## config.mk

```make
export PLATFORM = sky130hd
export DESIGN_NAME = mem_port_arbiter
export DESIGN_NICKNAME = d
export VERILOG_FILES = /design/src/rtl/mem_arb_pkg.sv /design/src/rtl/mem_wait_timer.sv /design/src/rtl/mem_port_arbiter.sv
export SDC_FILE = /design/constraint.sdc
export NUM_CORES = 1
export LEC_CHECK = 0
export BUFFER_PORTS_ARGS = -buffer_cell sky130_fd_sc_hd__buf_2
export CAP_MARGIN = 20
export CORE_UTILIZATION = 51
export DETAILED_ROUTE_END_ITERATION = 6
export HOLD_SLACK_MARGIN = 0.05
export PLACE_DENSITY = 0.81
export SETUP_SLACK_MARGIN = 0.5
export SYNTH_ARGS = -nofsm -noshare
export SYNTH_HDL_FRONTEND = slang
export SYNTH_SLANG_ARGS = --single-unit
```

## constraint.sdc

```tcl
create_clock -name clk -period 7.46 [get_ports clk]
set_input_delay 0.746 -clock clk [delete_from_list [all_inputs] [get_ports clk]]
set_output_delay 0.746 -clock clk [all_outputs]
set_load 0.005 [all_outputs]
```

## src/rtl/mem_arb_pkg.sv

```systemverilog
// Shared types and defaults for the CPU instruction/data memory-port arbiter.
//   arb_state_t    : arbiter FSM states
//   DefaultTimeout : default wait-state watchdog limit in cycles
package mem_arb_pkg;

  typedef enum logic [2:0] {
    StIdle    = 3'd0,
    StDmReq   = 3'd1,
    StImReq   = 3'd2,
    StRelease = 3'd3,
    StError   = 3'd4
  } arb_state_t;

  localparam int unsigned DefaultTimeout = 255;

endpackage

```

## src/rtl/mem_wait_timer.sv

```systemverilog
// Wait-state watchdog for the memory arbiter.
// Counts cycles in which a memory request is outstanding without completion.
//   clk, rst : clock, asynchronous active-high reset
//   clear    : zero the count (new access starting)
//   enable   : one more cycle waited without mem_ready
//   expired  : this waiting cycle brings the count up to TIMEOUT
module mem_wait_timer
  import mem_arb_pkg::*;
#(
  parameter int unsigned TIMEOUT = DefaultTimeout
) (
  input  logic clk,
  input  logic rst,
  input  logic clear,
  input  logic enable,
  output logic expired
);

  localparam int unsigned CntW = (TIMEOUT < 2) ? 1 : $clog2(TIMEOUT + 1);
  localparam logic [CntW-1:0] Limit = CntW'((TIMEOUT == 0) ? 0 : TIMEOUT - 1);

  logic [CntW-1:0] cnt_q;

  // Expiry is flagged on the waiting cycle whose increment would reach TIMEOUT,
  // so the FSM leaves after exactly TIMEOUT unanswered request cycles.
  assign expired = enable && (cnt_q >= Limit);

  always_ff @(posedge clk or posedge rst) begin
    if (rst) begin
      cnt_q <= '0;
    end else if (clear) begin
      cnt_q <= '0;
    end else if (enable && !expired) begin
      cnt_q <= cnt_q + 1'b1;
    end
  end

endmodule

```

## src/rtl/mem_port_arbiter.sv

```systemverilog
// Arbitrates one single-port unified memory between the CPU fetch (IM) and
// data (DM) ports. Each CPU cycle's accesses are serialised DM first, IM
// second, while `store` holds the CPU pipeline frozen.
//   clk, rst                      : clock, asynchronous active-high reset
//   IM_address/IM_enable/IM_out   : fetch port (IM_out registered)
//   DM_address/DM_in/DM_enable/
//   DM_write/DM_out               : data port (DM_out registered)
//   store                         : stall to CPU
//   mem_req/mem_we/mem_addr/
//   mem_wdata/mem_ready/mem_rdata : memory side, req held until ready
//   err                           : sticky wait-state timeout
//   stall_cnt                     : saturating count of stalled cycles
module mem_port_arbiter
  import mem_arb_pkg::*;
#(
  parameter int unsigned ADDR_W  = 32,
  parameter int unsigned DATA_W  = 32,
  parameter int unsigned TIMEOUT = DefaultTimeout,
  parameter int unsigned CNT_W   = 32
) (
  input  logic              clk,
  input  logic              rst,
  input  logic [ADDR_W-1:0] IM_address,
  input  logic              IM_enable,
  output logic [DATA_W-1:0] IM_out,
  input  logic [ADDR_W-1:0] DM_address,
  input  logic [DATA_W-1:0] DM_in,
  input  logic              DM_enable,
  input  logic              DM_write,
  output logic [DATA_W-1:0] DM_out,
  output logic              store,
  output logic              mem_req,
  output logic              mem_we,
  output logic [ADDR_W-1:0] mem_addr,
  output logic [DATA_W-1:0] mem_wdata,
  input  logic              mem_ready,
  input  logic [DATA_W-1:0] mem_rdata,
  output logic              err,
  output logic [CNT_W-1:0]  stall_cnt
);

  arb_state_t        state_q;
  logic              im_pend_q;
  logic [ADDR_W-1:0] im_addr_q;
  logic [ADDR_W-1:0] mem_addr_q;
  logic [DATA_W-1:0] mem_wdata_q;
  logic              mem_req_q;
  logic              mem_we_q;
  logic [DATA_W-1:0] im_out_q;
  logic [DATA_W-1:0] dm_out_q;
  logic              err_q;
  logic [CNT_W-1:0]  stall_cnt_q;

  logic in_req;
  logic timer_clear;
  logic timer_en;
  logic timer_expired;

  assign in_req      = (state_q == StDmReq) || (state_q == StImReq);
  // Clear in IDLE and on the DM->IM hand-over so each access gets a fresh budget.
  assign timer_clear = (state_q == StIdle) || ((state_q == StDmReq) && mem_ready);
  assign timer_en    = in_req && !mem_ready;

  mem_wait_timer #(
    .TIMEOUT(TIMEOUT)
  ) u_wait_timer (
    .clk    (clk),
    .rst    (rst),
    .clear  (timer_clear),
    .enable (timer_en),
    .expired(timer_expired)
  );

  // Stall is decoded from state so the CPU freezes in the very cycle it asks.
  always_comb begin
    store = 1'b1;
    unique case (state_q)
      StIdle:                    store = DM_enable | IM_enable;
      StDmReq, StImReq, StError: store = 1'b1;
      StRelease:                 store = 1'b0;
      default:                   store = 1'b1;
    endcase
  end

  always_ff @(posedge clk or posedge rst) begin
    if (rst) begin
      state_q     <= StIdle;
      im_pend_q   <= 1'b0;
      im_addr_q   <= '0;
      mem_addr_q  <= '0;
      mem_wdata_q <= '0;
      mem_req_q   <= 1'b0;
      mem_we_q    <= 1'b0;
      im_out_q    <= '0;
      dm_out_q    <= '0;
      err_q       <= 1'b0;
    end else begin
      unique case (state_q)
        StIdle: begin
          if (DM_enable) begin
            mem_addr_q  <= DM_address;
            mem_wdata_q <= DM_in;
            mem_we_q    <= DM_write;
            mem_req_q   <= 1'b1;
            im_addr_q   <= IM_address;
            im_pend_q   <= IM_enable;
            state_q     <= StDmReq;
          end else if (IM_enable) begin
            mem_addr_q <= IM_address;
            mem_we_q   <= 1'b0;
            mem_req_q  <= 1'b1;
            im_pend_q  <= 1'b0;
            state_q    <= StImReq;
          end
        end
        StDmReq: begin
          if (mem_ready) begin
            if (!mem_we_q) begin
              dm_out_q <= mem_rdata;
            end
            mem_we_q  <= 1'b0;
            im_pend_q <= 1'b0;
            if (im_pend_q) begin
              // mem_req stays high straight into the fetch.
              mem_addr_q <= im_addr_q;
              state_q    <= StImReq;
            end else begin
              mem_req_q <= 1'b0;
              state_q   <= StRelease;
            end
          end else if (timer_expired) begin
            mem_req_q <= 1'b0;
            mem_we_q  <= 1'b0;
            err_q     <= 1'b1;
            state_q   <= StError;
          end
        end
        StImReq: begin
          if (mem_ready) begin
            im_out_q  <= mem_rdata;
            mem_req_q <= 1'b0;
            state_q   <= StRelease;
          end else if (timer_expired) begin
            mem_req_q <= 1'b0;
            mem_we_q  <= 1'b0;
            err_q     <= 1'b1;
            state_q   <= StError;
          end
        end
        StRelease: begin
          state_q <= StIdle;
        end
        StError: begin
          mem_req_q <= 1'b0;
          mem_we_q  <= 1'b0;
          err_q     <= 1'b1;
        end
        default: begin
          mem_req_q <= 1'b0;
          mem_we_q  <= 1'b0;
          state_q   <= StIdle;
        end
      endcase
    end
  end

  // Saturating performance counter of frozen CPU cycles.
  always_ff @(posedge clk or posedge rst) begin
    if (rst) begin
      stall_cnt_q <= '0;
    end else if (store && (stall_cnt_q != {CNT_W{1'b1}})) begin
      stall_cnt_q <= stall_cnt_q + 1'b1;
    end
  end

  assign IM_out    = im_out_q;
  assign DM_out    = dm_out_q;
  assign mem_req   = mem_req_q;
  assign mem_we    = mem_we_q;
  assign mem_addr  = mem_addr_q;
  assign mem_wdata = mem_wdata_q;
  assign err       = err_q;
  assign stall_cnt = stall_cnt_q;

endmodule
```

==> flow_metrics.env <==
export IMPL_status="completed"
export IMPL_final_common_cell="buf_2"
export IMPL_start_util_pct=53.0
export IMPL_drc=0
export IMPL_post_drt_wl_per_cell_um=16.4
export IMPL_num_io_pins=298
export IMPL_fillCellCount=1261
export IMPL_syn_nets=856
export IMPL_fin_crit_ns=3.03
export IMPL_clk_pin_slew_worst_paths_ns=0.06
export IMPL_grt_overflow=0
export IMPL_power_leakage_uw=0.00554
export IMPL_htreeDepth=1
export IMPL_io_buffers=297
export IMPL_synth_edff_count=0
export IMPL_synth_warnings=0
export IMPL_setup_viol=0
export IMPL_peakVddDrop_uv=243
export IMPL_final_max_slew_viol_count=0
export IMPL_hpwl_mm=14.1
export IMPL_clockBufferDepth=3
export IMPL_fin_skew_ns=0.0193
export IMPL_grt_pass1_vias=6701
export IMPL_required_ns=7.84
export IMPL_core_um2=16800
export IMPL_numCtsBuffers=23
export IMPL_die_width_um=134
export IMPL_postCtsSetupRepairBufs=0
export IMPL_crit_chain="nand2b_1 > nor2_4 > buf_4 > nand2_1 > nor2_2 > buf_4 > mux2_2"
export IMPL_fmax_ghz=0.330
export IMPL_start_kind="flop"
export IMPL_layout_common_cells="buf_2, dfrtp_1, mux2_2"
export IMPL_cts_hold_buf=0
export IMPL_fin_tns_setup_ns=0
export IMPL_slowest_delay_ns=0.54
export IMPL_worst_slew_pin_slew_ns=1.00
export IMPL_final_nets=1151
export IMPL_place_gp_congestion=0.813
export IMPL_clkLatencyLatePin_ns=0.50
export IMPL_ys_ff_latch=207
export IMPL_drtIter0Drc=222
export IMPL_layout_drive_gt1_share_pct=47.2
export IMPL_die_h_um=134
export IMPL_rows=47
export IMPL_critPathCaptureType="flop"
export IMPL_crit_family="simple AND/OR/NAND/NOR gates"
export IMPL_ant_nets=0
export IMPL_whs_ns=0.431
export IMPL_syn_avg_cell_area_um2=12.4
export IMPL_worstPathMaxFanout=69
export IMPL_synth_cell_types=49
export IMPL_holdCritPathClass="in -> async"
export IMPL_utilization_pct=67.4
export IMPL_rsz0062_at_grt="false"
export IMPL_finalHoldViolCount=0
export IMPL_cts_sinks=207
export IMPL_first_pass_iters=6
export IMPL_antenna_found_initial=1
export IMPL_max_cap_violations=0
export IMPL_period_share_pct=40.6
export IMPL_ys_seq_area_share_pct=58.1
export IMPL_p_total_uw=4430
export IMPL_grt_max_degree=136
export IMPL_async_flop_share_pct=100
export IMPL_crit_top_cell="buf_4"
export IMPL_cp_slowest_cell="dfrtp_1"
export IMPL_cts_tree="done"
export IMPL_cp_arrival_ns=3.40
export IMPL_syn_area_um2=8910
export IMPL_cts_resized=0
export IMPL_routed_wl_mm=20.5
export IMPL_p_per_area_nw_per_um2=391
export IMPL_die_area_um2=18000
export IMPL_synth_cells=719
export IMPL_ctsRootBufferMaster="clkbuf_16"
export IMPL_vias=6616
export IMPL_path_class="reg -> reg"
export IMPL_grt_pass1_wl_mm=33.2
export IMPL_grtUsageTotal_pct=22.9
export IMPL_syn2layout_area_growth_pct=27.2
export IMPL_max_slew_margin_pct=33.0
export IMPL_yosys_most_used_dff="dfrtp_1"
export IMPL_vias_per_cell=5.30
export IMPL_path_buf_inv=2
==> path summary, 6_finish.rpt <==
path	from	to	slack, ns	cells after the start
min in group clk	mem_addr[16]	mem_addr[16]	0.48	2
max in group asynchronous	rst	mem_addr[5]	5.56	3
worst min register to register	mem_addr[16]	mem_addr[16]	0.48	2
worst max-delay path	state_q[2]	DM_out[13]	4.43	7
worst min-delay path	rst	mem_wdata[9]	0.43	2
worst max register to register	state_q[2]	DM_out[13]	4.43	7
==> state kept, by name, indices dropped and copies added, names as in the netlist <==
| register | count |
|---|---|
| mem_addr | 32 |
| state_q | 3 |
| stall_cnt | 32 |
| IM_out | 32 |
| mem_req | 1 |
| im_pend_q | 1 |
| DM_out | 32 |
| u_wait_timer.cnt_q | 8 |
| err | 1 |
| im_addr_q | 32 |
| mem_wdata | 32 |
| mem_we | 1 |
==> power by group <==
part | switching, uW | leakage [uW] | internal (uW)
sequential | 282 | 0.00255 | 1600
combinational | 686 | 0.00263 | 773
clock | 440 | 0.000357 | 651
total | 1410 | 0.00554 | 3030
==> Yosys cell counts, drive strengths merged, types with 2 or more instances <==
| cell | number | area [um^2] |
|---|---|---|
| clkbuf | 11 | 41.3 |
| nand4 | 17 | 106 |
| nor3 | 5 | 30.0 |
| a211o | 2 | 17.5 |
| a21oi | 40 | 219 |
| inv | 7 | 28.8 |
| a31oi | 4 | 25.0 |
| o21ai | 38 | 190 |
| nor4 | 3 | 40.0 |
| nand3 | 18 | 90.1 |
| nand2 | 58 | 218 |
| dfrtp | 207 | 5180 |
| nand2b | 3 | 18.8 |
| mux2 | 129 | 1450 |
| xor2 | 9 | 78.8 |
| nor2 | 50 | 188 |
| and2 | 8 | 52.6 |
| xnor2 | 22 | 193 |
| mux2i | 34 | 340 |
| or3 | 2 | 12.5 |
| and4 | 4 | 35.0 |
| and3 | 8 | 55.1 |
| buf | 23 | 123 |
| ha | 3 | 37.5 |
==> through the flow <==
stage          instances  area (um^2)  setup WS [ns]
3_3_place_gp        1208        10600           4.46
3_5_place_dp        1208        10600           4.43
4_1_cts             1247        11300           4.39
5_1_grt             1248        11300           4.16
2_1_floorplan        719         8910           1.06
6_report            1249        11300           4.43
==> cell type report <==
class / count / area (um^2) / share of cell area, %
tap: 220 / 275 / 2.43
sequential: 207 / 5180 / 45.7
clock buffer: 33 / 663 / 5.85
multi-input combinational: 471 / 3570 / 31.5
clock inverter: 6 / 63.8 / 0.563
antenna: 1 / 2.50 / 0.0221
inverter: 7 / 36.3 / 0.320
timing repair buffer: 304 / 1550 / 13.6
==> kinds of logic after synthesis <==
kind of cell,count (synthesis),share of synthesized area [%]
multiplexers,163,20.1
XOR/XNOR,31,3.05
adder cells (fa/ha/maj),3,0.421
buffers and inverters,41,2.16
flip-flops,207,58.1
AO/OA/AOI/OAI,94,6.05
AND/OR/NAND/NOR,180,10.0
==> routing by layer <==
layer | share of wire [%] | track usage (%) | wire length [um]
met1 | 41 | 29.0 | 8430
met2 | 49 | 38.9 | 10100
met3 | 7.0 | 5.25 | 1440
met4 | 2.6 | 7.80 | 535
met5 | 0 | 0 | 0
(Power assumes the default switching activity.)
